File: src/rtl/demux1to2_router.sv
// 1-to-2 stream router: one source steered by in_sel into two independent DEPTH-entry FIFOs.
// Optional push statistics (stat_clr, stat0_cnt, stat1_cnt) are built when DEMUX_STATS_EN is defined.
module demux1to2_router #(
  parameter int WIDTH = 8,
  parameter int DEPTH = 2,
  localparam int CW = $clog2(DEPTH) + 1
) (
  input  logic             clk,
  input  logic             rst_n,
  input  logic             in_valid,
  output logic             in_ready,
  input  logic             in_sel,
  input  logic [WIDTH-1:0] in_data,
  output logic             out0_valid,
  input  logic             out0_ready,
  output logic [WIDTH-1:0] out0_data,
  output logic [CW-1:0]    out0_count,
  output logic             out1_valid,
  input  logic             out1_ready,
  output logic [WIDTH-1:0] out1_data,
  output logic [CW-1:0]    out1_count
`ifdef DEMUX_STATS_EN
  ,
  input  logic             stat_clr,
  output logic [15:0]      stat0_cnt,
  output logic [15:0]      stat1_cnt
`endif
);

  localparam int AW = $clog2(DEPTH);

  logic [WIDTH-1:0] mem    [2][DEPTH];
  logic [AW-1:0]    wr_ptr [2];
  logic [AW-1:0]    rd_ptr [2];
  logic [CW-1:0]    count  [2];
  logic             full   [2];
  logic             empty  [2];
  logic             push   [2];
  logic             pop    [2];
  logic             ready  [2];

  always_comb begin
    ready[0] = out0_ready;
    ready[1] = out1_ready;
    for (int unsigned i = 0; i < 2; i++) begin
      full[i]  = (count[i] == CW'(DEPTH));
      empty[i] = (count[i] == '0);
      // Acceptance looks only at the target FIFO's occupancy: a same-cycle pop never frees a slot.
      push[i]  = in_valid & ~full[i] & (in_sel == 1'(i));
      pop[i]   = ~empty[i] & ready[i];
    end
  end

  assign in_ready = ~full[in_sel];

  always_ff @(posedge clk or negedge rst_n) begin
    if (!rst_n) begin
      for (int unsigned i = 0; i < 2; i++) begin
        wr_ptr[i] <= '0;
        rd_ptr[i] <= '0;
        count[i]  <= '0;
      end
    end else begin
      for (int unsigned i = 0; i < 2; i++) begin
        if (push[i]) wr_ptr[i] <= wr_ptr[i] + 1'b1;
        if (pop[i])  rd_ptr[i] <= rd_ptr[i] + 1'b1;
        case ({push[i], pop[i]})
          2'b10:   count[i] <= count[i] + 1'b1;
          2'b01:   count[i] <= count[i] - 1'b1;
          default: count[i] <= count[i];
        endcase
      end
    end
  end

  always_ff @(posedge clk) begin
    for (int unsigned i = 0; i < 2; i++) begin
      if (push[i]) mem[i][wr_ptr[i]] <= in_data;
    end
  end

  // Storage is not reset; gating data by valid gives the zero head after reset.
  assign out0_valid = ~empty[0];
  assign out1_valid = ~empty[1];
  assign out0_data  = empty[0] ? '0 : mem[0][rd_ptr[0]];
  assign out1_data  = empty[1] ? '0 : mem[1][rd_ptr[1]];
  assign out0_count = count[0];
  assign out1_count = count[1];

`ifdef DEMUX_STATS_EN
  logic [15:0] stat_cnt [2];

  always_ff @(posedge clk or negedge rst_n) begin
    if (!rst_n) begin
      for (int unsigned i = 0; i < 2; i++) stat_cnt[i] <= '0;
    end else begin
      for (int unsigned i = 0; i < 2; i++) begin
        if (stat_clr)     stat_cnt[i] <= '0;
        else if (push[i]) stat_cnt[i] <= stat_cnt[i] + 1'b1;
      end
    end
  end

  assign stat0_cnt = stat_cnt[0];
  assign stat1_cnt = stat_cnt[1];
`endif

endmodule
File: config.mk
export PLATFORM = sky130hd
export DESIGN_NAME = demux1to2_router
export DESIGN_NICKNAME = d
export VERILOG_FILES = /design/src/rtl/demux1to2_router.sv
export SDC_FILE = /design/constraint.sdc
export NUM_CORES = 1
export LEC_CHECK = 0
export ABC_CLOCK_PERIOD_IN_PS = 1800
export CORE_UTILIZATION = 49
export DETAILED_ROUTE_END_ITERATION = 12
export PLACE_DENSITY_LB_ADDON = 0.2
export SETUP_SLACK_MARGIN = 0.02
export SLEW_MARGIN = 20
export SYNTH_ARGS = -nofsm -noshare
export SYNTH_HDL_FRONTEND = slang
export SYNTH_SLANG_ARGS = --single-unit
File: constraint.sdc
create_clock -name clk -period 1.8 [get_ports clk]
set_input_delay 0.18 -clock clk [delete_from_list [all_inputs] [get_ports clk]]
set_output_delay 0.18 -clock clk [all_outputs]
set_load 0.01 [all_outputs]
==> results.py <==
metrics = {
    "floorplanning": {
        "core_region_area_um2": 3100,
        "start_util": 0.524,
        "fp.dieW_um": 59.6,
        "die_y_um": 59.6,
        "num_rows": 20,
        "io_pins": 37,
        "die_area_um2": 3550,
    },
    "synthesis": {
        "syn_area_um2": 1630,
        "synthesis.nets": 121,
        "synth.top_cells.by_count": "edfxtp_1 (32), nor2_1 (22), mux2i_1 (16)",
        "synth_flop_cell": "edfxtp_1",
        "synth_edf_count": 32,
        "synth_top_area_cell": "edfxtp_1",
        "synth_area_leaders": "edfxtp_1 (59%), dfrtp_1 (12%), mux2i_1 (9.8%)",
        "syn_avg_cell_area_um2": 15.5,
        "synth_top_area_share": 0.591,
        "async_reset_ff_frac": 0.200,
        "synth_cells": 105,
        "synth_cell_types": 15,
        "yosysMostFrequentCell": "edfxtp_1",
        "yosysWarnings": 0,
        "ys_ff_latch": 40,
        "ys_seq_area_frac": 0.714,
    },
    "pwr": {
        "pwr-share-seq": 0.391,
        "p_sw_frac": 0.341,
        "pwr-share-comb": 0.489,
        "cellLeakagePower_nw": 0.931,
        "p_sw_mw": 1.15,
        "power_frac_clock": 0.121,
        "vdd.ir_drop.worst_uv": 751,
        "powerDensity_nw_per_um2": 1530,
        "internal_power_mw": 2.23,
    },
    "route": {
        "dr.pass1.iters": 4,
        "via_per_inst": 4.81,
        "vias": 995,
        "wire_per_inst_um": 15.0,
        "first_iter_violations": 19,
        "wirelength_um": 3110,
        "final_antenna_net_count": 0,
        "drc_errors": 0,
    },
    "clock_network": {
        "cts_tree": "done",
        "cts.sinks": 40,
        "clock_path_buffers": 2,
        "cts_buffers": 5,
        "cts.clk_slew.worst_paths_ns": 0.11,
        "cts-root-buf": "clkbuf_4",
        "htreeDepth": 2,
        "hold_buffers": 0,
        "clkLatencyLatePin_ns": 0.33,
    },
    "timing": {
        "clock_skew_ns": 0.00459,
        "tightestPinTransition_ns": 0.422,
        "hold_viol": 0,
        "max_freq_mhz": 603,
        "slew_viol_final": 0,
        "layout_min_cycle_time_ns": 1.66,
        "tns_ns": 0,
        "setup_violations": 0,
        "period_share": 0.921,
        "relSlewSlack": 0.718,
        "rsz0062_at_grt": "no",
    },
    "global_routing": {
        "grt_pass1_wl_um": 5150,
        "antenna_found_initial": 0,
        "grt_max_degree": 12,
        "grt_remaining_overflow": 0,
        "track_usage": 0.212,
        "grt_pass1_vias": 1032,
    },
    "worst_setup_path": {
        "critPathKind": "reg -> out",
        "rr_startpoint": "out0_count[1]$_DFFE_PN0P_",
        "end_kind": "primary output",
        "cp.required_ns": 1.62,
        "crit_path_max_fanout": 4,
        "setup.worst_path.start_class": "flop",
        "worst-r2r-setup-slack_ns": 0.27,
        "reg2regPathDepth": 7,
        "r2r-end": "out0_count[1]$_DFFE_PN0P_",
        "arrival_ns": 1.48,
    },
    "placement": {
        "gp_congestion": 0.694,
        "placedCellCount": 189,
        "dp_hpwl_um": 1980,
        "io_buffers": 36,
    },
    "final_layout": {
        "syn_to_final_growth_pct": 35.8,
        "fin_nets": 178,
        "layout-drive-gt1-share": 0.184,
        "finalNonFillerCells": 207,
        "antenna_cells": 0,
    },
    "status": {
        "status": "finished, final reports clean",
    },
    "run": {
        "maxCapViolations": 0,
    },
    "hold_path": {
        "min_path_type": "in -> async",
    },
}
-- power groups by stage --
stage / Clock, mW / Sequential (mW) / Combinational [mW]
2_1_floorplan: 0 / 1.34 / 0.798
3_3_place_gp: 0 / 1.43 / 1.45
3_5_place_dp: 0 / 1.44 / 1.47
4_1_cts: 0.419 / 1.31 / 1.66
5_1_grt: 0.471 / 1.34 / 1.80
6_report: 0.408 / 1.32 / 1.65
-- worst max-delay path: stages, from the launching register on --
cell,delay (ns)
dfrtp_1,0.42
nand2b_1,0.18
mux2_2,0.26
dlygate4sd2_1,0.28
-- sequential cells by signal (all words and copies together) (netlist names) --
register    count
mem            32
out0_count      2
out1_count      2
rd_ptr          2
wr_ptr          2
-- placed cells by master, fill, tap and decap left out, types with 2 or more instances in the layout --
cell	count
nor2_1	22
clkbuf_4	6
dlygate4sd2_1	16
mux2i_1	16
xor2_1	4
buf_6	2
dfrtp_1	6
dfrtp_2	2
nor2b_4	2
ha_1	2
dlymetal6s2s_1	3
nor2_2	2
inv_1	4
edfxtp_1	32
clkdlybuf4s50_1	17
buf_4	11
xnor2_1	6
clkbuf_1	2
nand2b_1	2
-- per-layer routing --
layer	up-vias	routed length, µm	track usage
li1	481	-	-
met3	4	119	0.0480
met2	29	1560	0.324
met4	0	31	0.0897
met5	-	0	0
met1	481	1400	0.293
-- metrics by stage --
stage                     cell area (µm²)  power (mW)   util  hold slack, ns  setup WS (ns)
after floorplan                      1630        2.14      -          -0.116          0.304
after global placement               2080        2.88  0.669           0.483          0.106
after detailed placement             2080        2.91  0.669           0.491         0.0810
after CTS                            2190        3.39  0.707           0.131         0.0277
after global routing                 2210        3.61  0.712           0.134         0.0268
final                                2210        3.38  0.712           0.141          0.143
-- kinds of logic after synthesis --
| group | share of synthesized area |
|---|---|
| AND/OR/NAND/NOR | 0.0962 |
| flip-flops | 0.714 |
| buffers and inverters | 0.0154 |
| multiplexers | 0.105 |
| XOR/XNOR | 0.0538 |
| adder cells (fa/ha/maj) | 0.0154 |
-- worst max path at each step --
stage / from / end / slack, ns / cells after the start
detailed placement: rd_ptr[1]$_DFFE_PN0P_ / out0_data[5] / 0.08 / 3
global route: rd_ptr[0]$_DFFE_PN0P_ / out1_data[0] / 0.03 / 4
CTS: out0_count[0]$_DFFE_PN0P_ / out0_data[5] / 0.03 / 4
finish: out1_count[0]$_DFFE_PN0P_ / in_ready / 0.14 / 3
floorplan: out0_count[0]$_DFFE_PN0P_ / mem[0][0]$_DFFE_PP_ / 0.30 / 3
global placement: rd_ptr[1]$_DFFE_PN0P_ / out0_data[5] / 0.11 / 3
-- what timing repair did --
item,in CTS,in global routing
setup endpoints to repair,19,4
cloned,0,0
buffers inserted,10,0
gates resized for setup,19,5
-- cell type report --
type | instances | area [µm²]
Sequential cell | 40 | 1160
Fill cell | 238 | 895
Timing Repair Buffer | 52 | 485
Multi-Input combinational cell | 59 | 440
Tap cell | 44 | 55.1
Clock buffer | 7 | 45.0
Inverter | 4 | 15.0
Clock inverter | 1 | 3.75
No activity file was read; power rests on OpenSTA's default activity.
